`config.mk`:
```
export PLATFORM = sky130hd
export DESIGN_NAME = fmult_iter
export DESIGN_NICKNAME = d
export VERILOG_FILES = /design/src/rtl/fmult_pkg.sv /design/src/rtl/fmult_shift_add.sv /design/src/rtl/fmult_iter.sv
export SDC_FILE = /design/constraint.sdc
export NUM_CORES = 1
export LEC_CHECK = 0
export BUFFER_PORTS_ARGS = -buffer_cell sky130_fd_sc_hd__buf_2
export CORE_ASPECT_RATIO = 0.7
export CORE_MARGIN = 4
export CORE_UTILIZATION = 54
export CTS_CLUSTER_DIAMETER = 50
export DETAILED_ROUTE_END_ITERATION = 8
export PLACE_DENSITY = 0.73
export SLEW_MARGIN = 5
export SYNTH_ARGS = -nofsm -noshare
export SYNTH_HDL_FRONTEND = slang
export SYNTH_SLANG_ARGS = --single-unit
```
`constraint.sdc`:
```
create_clock -name clk -period 4.05 [get_ports clk]
set_clock_uncertainty 0.1 [all_clocks]
set_input_delay 0.405 -clock clk [delete_from_list [all_inputs] [get_ports clk]]
set_output_delay 0.405 -clock clk [all_outputs]
set_load 0.01 [all_outputs]
```
`src/rtl/fmult_pkg.sv`:
```
// Shared definitions for the iterative floating-point arithmetic units.
package fmult_pkg;
  typedef enum logic [1:0] {IDLE, MULT, NORM} state_t;

  localparam int          BIAS    = 127;
  localparam int          EXP_MAX = 255;
  localparam logic [31:0] QNAN    = 32'h7FC0_0000;
  localparam int          MANT_W  = 24;
  localparam int          STEPS   = 24;

  // Hidden bit restored for normal numbers; denormals are flushed to zero.
  function automatic logic [MANT_W-1:0] mant_of(input logic [31:0] x);
    return (x[30:23] == 8'd0) ? '0 : {1'b1, x[22:0]};
  endfunction
endpackage

```
`src/rtl/fmult_shift_add.sv`:
```
// Radix-2 shift-add mantissa multiplier: one partial product per step.
module fmult_shift_add
  import fmult_pkg::*;
(
  input  logic                  clk,
  input  logic                  rst,
  input  logic                  load,
  input  logic                  step,
  input  logic [MANT_W-1:0]     mcand_in,
  input  logic [MANT_W-1:0]     mplier_in,
  output logic [2*MANT_W-1:0]   prod,
  output logic                  last_step
);
  logic [MANT_W-1:0]   mcand;
  logic [MANT_W-1:0]   mplier;
  logic [2*MANT_W-1:0] acc;
  logic [4:0]          cnt;
  logic [MANT_W:0]     sum;

  // Carry out of the upper half is shifted back in as the new MSB.
  always_comb begin
    sum = {1'b0, acc[2*MANT_W-1:MANT_W]};
    if (mplier[0]) sum = {1'b0, acc[2*MANT_W-1:MANT_W]} + {1'b0, mcand};
  end

  always_ff @(posedge clk) begin
    if (rst) begin
      mcand  <= '0;
      mplier <= '0;
      acc    <= '0;
      cnt    <= '0;
    end else if (load) begin
      mcand  <= mcand_in;
      mplier <= mplier_in;
      acc    <= '0;
      cnt    <= '0;
    end else if (step) begin
      acc    <= {sum, acc[MANT_W-1:1]};
      mplier <= mplier >> 1;
      cnt    <= cnt + 5'd1;
    end
  end

  assign prod      = acc;
  assign last_step = (cnt == 5'(STEPS - 1));
endmodule

```
`src/rtl/fmult_iter.sv`:
```
// Iterative IEEE-754 single-precision multiplier, fixed 25-cycle latency.
module fmult_iter
  import fmult_pkg::*;
(
  input  logic        clk,
  input  logic        rst,
  input  logic        start,
  input  logic [31:0] a,
  input  logic [31:0] b,
  output logic        busy,
  output logic        done,
  output logic [31:0] result
);
  state_t                state, state_next;
  logic [31:0]           a_q, b_q;
  logic                  load, step, last_step;
  logic [2*MANT_W-1:0]   prod;
  logic                  sign;
  logic signed [9:0]     exp_sum;
  logic                  a_nan, b_nan, a_inf, b_inf, a_zero, b_zero;
  logic [31:0]           res_next;

  fmult_shift_add u_dp (
    .clk       (clk),
    .rst       (rst),
    .load      (load),
    .step      (step),
    .mcand_in  (mant_of(a)),
    .mplier_in (mant_of(b)),
    .prod      (prod),
    .last_step (last_step)
  );

  // Normalise on product bit 47, truncate, then clamp to inf or zero.
  function automatic logic [31:0] norm_pack(input logic s, input logic signed [9:0] e,
                                            input logic [2*MANT_W-1:0] p);
    logic signed [9:0] en;
    logic [22:0]       f;
    if (p[47]) begin
      en = e + 10'sd1;
      f  = p[46:24];
    end else begin
      en = e;
      f  = p[45:23];
    end
    if (en >= $signed(10'(EXP_MAX))) return {s, 8'hFF, 23'h0};
    if (en <= 10'sd0)                return {s, 31'h0};
    return {s, en[7:0], f};
  endfunction

  always_comb begin
    state_next = state;
    load       = 1'b0;
    step       = 1'b0;
    case (state)
      IDLE: if (start) begin
        load       = 1'b1;
        state_next = MULT;
      end
      MULT: begin
        step = 1'b1;
        if (last_step) state_next = NORM;
      end
      NORM:    state_next = IDLE;
      default: state_next = IDLE;
    endcase
  end

  always_comb begin
    sign    = a_q[31] ^ b_q[31];
    exp_sum = $signed({2'b00, a_q[30:23]}) + $signed({2'b00, b_q[30:23]})
              - $signed(10'(BIAS));
    a_nan   = (a_q[30:23] == 8'hFF) && (a_q[22:0] != 23'h0);
    b_nan   = (b_q[30:23] == 8'hFF) && (b_q[22:0] != 23'h0);
    a_inf   = (a_q[30:23] == 8'hFF) && (a_q[22:0] == 23'h0);
    b_inf   = (b_q[30:23] == 8'hFF) && (b_q[22:0] == 23'h0);
    a_zero  = (a_q[30:23] == 8'h00);
    b_zero  = (b_q[30:23] == 8'h00);
    if (a_nan || b_nan || (a_inf && b_zero) || (b_inf && a_zero))
      res_next = QNAN;
    else if (a_inf || b_inf)
      res_next = {sign, 8'hFF, 23'h0};
    else if (a_zero || b_zero)
      res_next = {sign, 31'h0};
    else
      res_next = norm_pack(sign, exp_sum, prod);
  end

  always_ff @(posedge clk) begin
    if (rst) state <= IDLE;
    else     state <= state_next;
  end

  always_ff @(posedge clk) begin
    if (rst) begin
      a_q    <= '0;
      b_q    <= '0;
      done   <= 1'b0;
      result <= '0;
    end else begin
      done <= (state == NORM);
      if (load) begin
        a_q <= a;
        b_q <= b;
      end
      if (state == NORM) result <= res_next;
    end
  end

  assign busy = (state != IDLE);
endmodule

```
==> results by group <==
GRT
  • Initial antenna violation count: 0
  • Gr ovfl total: 0
  • Largest net degree at the start of global routing: between 90 and 100
  • Global Route Usage Sum: between 20% and 30%
  • First-pass GRT wire length: roughly 38000 microns
  • Vias in the first global route: around 7500

Synth
  • Mapped Nets: 1316
  • Post-synthesis sequential area ratio: 37.8%
  • Syn_area_per_cell: around 7.8 sq um
  • Synthesized flop and latch total: 177
  • Synthesized netlist cell count: 1206
  • Post-synth EDFFs: 0
  • Top post-synthesis cells by count: nand2_1 (238), dfxtp_1 (177), a21oi_1 (161)
  • Most area-consuming cells after synthesis: dfxtp_1 (38%), nand2_1 (9.5%), a21oi_1 (8.6%), ha_1 (5.5%), nor2_1 (3.2%)
  • Synth unique cells: 73
  • Syn. warnings: 0
  • Most numerous cell in the Yosys netlist: nand2_1
  • Top cell type's share of synthesized area: between 30% and 40%
  • Top FF cell, synth: dfxtp_1
  • Top cell type by total area after synthesis: dfxtp_1
  • Synthesized area: 0.00938 sq mm
  • Post-synth ARST share: 0%

Layout
  • Final standard cell area without fillers: 0.0106 sq mm
  • Diodes inserted: 0
  • Register area: around 0.0035 sq mm
  • Filler cells: 1610
  • Area delta synth->final: 12.7%
  • Finished Core Util: 61.8%
  • Nets@finish: approximately 1400
  • Layout cells sized above 1: between 10 and 15%
  • Area of the multi-input gates: 0.00544 sq mm

STA
  • Tightest Pin Transition: between 0.9 and 1 ns
  • Setup-failing EPs final: 0
  • Fin crit period: 3.85 ns
  • Final period utilization: between 90% and 100%
  • Max_slew headroom: 37.2%
  • Final Hold Fails: 0
  • Setup TNS: 0 ns
  • Fmax: 0.259 GHz
  • Min Hold Slack: 0.107 ns
  • Pins Over Slew Limit: 0

Placement
  • Placed Area: 0.00995 sq mm
  • Port buffer count: 100
  • Detailed placement HPWL: 16300 microns
  • GPL Wtd Cong: between 0.9 and 1

Power
  • VDD IR max: 0.263 mV
  • Power per Cell Area: 403 mW/mm^2
  • P_leak: 0.00414 uW

Clock tree
  • CTS Hold Bufs: 0
  • Total setup buffers inserted after CTS: 0
  • Worst-path clk slew: 0.07 ns
  • Worst-skew pair later-pin latency: 0.43 ns
  • CTS tree: built
  • Clock root buffer: clkbuf_16
  • Total CTS buffers: 17
  • Clk sinks: 177
  • H-tree Lvls: 4
  • CTS max path bufs: 2

Drt
  • WL/cell: 15.7 microns
  • 1st-iter DRT viols: around 860
  • First-pass DRT Iterations: 7
  • # DRC: 0
  • Vias: around 9000
  • DRT antenna net count: 0
  • Drt total wl: 23600 microns
  • Vias per cell: 5.84

Worst setup path
  • Crit path max-delay cell type: fa_2
  • Critical Path Most Common Cell: ha_1
  • Crit-path max FO: 27
  • Startpoint types: flop
  • CP peak stage delay: 0.54 ns
  • Crit path DAT: 4.08 ns
  • CP Capture Type: flop
  • Crit-path cells: ha_1 > ha_1 > fa_2 > and4b_1 > o211ai_1 > or4_4 > o32a_1 > a2111o_1 > and3_1 > buf_4 > a32o_1
  • Critical path required time: about 4.3 ns
  • Crit Path Class: reg2reg

Floorplan
  • Die width: 166 microns
  • Core ar.: roughly 0.017 sq mm
  • Die Ht: 118 microns
  • Starting density of the core: a little over half
  • I/O pins: approximately 100
  • Core Rows: 40
  • Die ar.: 0.0196 sq mm

Worst hold path
  • HP Class: in2reg

Run
  • Max-cap check violation count: 0

Outcome
  • Outcome: completed
[routing by layer]
layer	global-route usage [%]	vias up	share of wire [%]
met5	0	-	0
met4	4.53	0	0.84
met3	5.05	20	8.5
met2	30.4	289	38
met1	39.4	3990	52
li1	-	4467	-
[critical path, delay by kind of cell, from the launching register on]
kind                     cells  cell delay [ns]
AO/OA/AOI/OAI                4             1.11
buffers and inverters        1             0.22
AND/OR/NAND/NOR              3             0.90
flip-flops                   1             0.34
adder cells (fa/ha/maj)      3             1.08
[kinds of logic after synthesis]
group / Yosys count / share of synthesized area, %
muxes: 28 / 3.00
buffers and inverters: 103 / 4.47
xor gates and xnor gates: 21 / 2.11
AOI/OAI and AO/OA: 338 / 22.6
DFF: 177 / 37.8
and+or+nand+nor: 496 / 24.1
adders and majority gates: 43 / 5.89
[placed cells by master, fill, tap and decap left out, drive strengths merged, types with 4 or more instances in the layout]
| cell type | synthesis | layout |
|---|---|---|
| nand2 | 238 | 238 |
| dfxtp | 177 | 177 |
| a21oi | 161 | 161 |
| buf | 13 | 114 |
| nor2 | 81 | 81 |
| nor4 | 45 | 45 |
| o21ai | 45 | 45 |
| ha | 41 | 41 |
| nand3 | 40 | 40 |
| a31oi | 31 | 31 |
| mux2i | 27 | 27 |
| inv | 20 | 25 |
| a32o | 23 | 23 |
| nor3 | 18 | 18 |
| or3 | 18 | 18 |
| clkbuf | 69 | 18 |
| a211oi | 15 | 15 |
| xnor2 | 14 | 14 |
| nand4 | 13 | 13 |
| nor2b | 10 | 10 |
| a21o | 9 | 9 |
| nand2b | 6 | 6 |
| and3 | 6 | 6 |
| xor2 | 6 | 6 |
| a211o | 5 | 5 |
| and2 | 5 | 5 |
| clkinv | 1 | 5 |
| o31a | 4 | 4 |
| o2111ai | 4 | 4 |
| o2bb2ai | 4 | 4 |
| or2 | 4 | 4 |
[what timing repair did]
item | 4_1_cts | 5_1_grt
gates resized for setup | 0 | 2
endpoints found under the setup margin | 0 | 6
endpoints found under the hold margin | 0 | 0
[layout make-up]
type,count,area share [%]
Inverter,21,0.745
Sequential cell,177,33.5
Clock inverter,13,1.64
Clock buffer,18,4.15
Timing Repair Buffer,114,5.75
Tap cell,231,2.73
Multi-Input combinational cell,926,51.5
[registers in the layout, indices dropped and copies added, names as in the netlist]
name	count
state	2
u_dp.mcand	24
u_dp.prod	25
a_q	32
u_dp.cnt	5
done	1
u_dp.mplier	24
result	32
b_q	32
[power by group]
| group | internal (uW) | total, uW | switching (uW) |
|---|---|---|---|
| sequential | 1820 | 1890 | 69.2 |
| clock | 998 | 1730 | 732 |
| combinational | 234 | 636 | 402 |
| total | 3060 | 4260 | 1200 |
[final timing paths]
| kind | end | depth (start not counted) | slack, ns | startpoint |
|---|---|---|---|---|
| worst max register to register | result[19]$_SDFFE_PP0P_ | 11 | 0.20 | a_q[24]$_SDFFE_PP0P_ |
| worst min-delay path | b_q[31]$_SDFFE_PP0P_ | 3 | 0.11 | b[31] |
| worst min register to register | a_q[15]$_SDFFE_PP0P_ | 2 | 0.36 | a_q[15]$_SDFFE_PP0P_ |
| worst max-delay path | result[19]$_SDFFE_PP0P_ | 11 | 0.20 | a_q[24]$_SDFFE_PP0P_ |
[metrics by stage]
step | power, uW | cells | worst slack (ns)
after floorplan | 2390 | 1206 | 0.249
after global placement | 2550 | 1469 | 0.240
after detailed placement | 2560 | 1469 | 0.179
after CTS | 4270 | 1500 | 0.161
after global routing | 4440 | 1500 | -0.0541
final | 4260 | 1500 | 0.195
No activity file was read; power rests on OpenSTA's default activity.
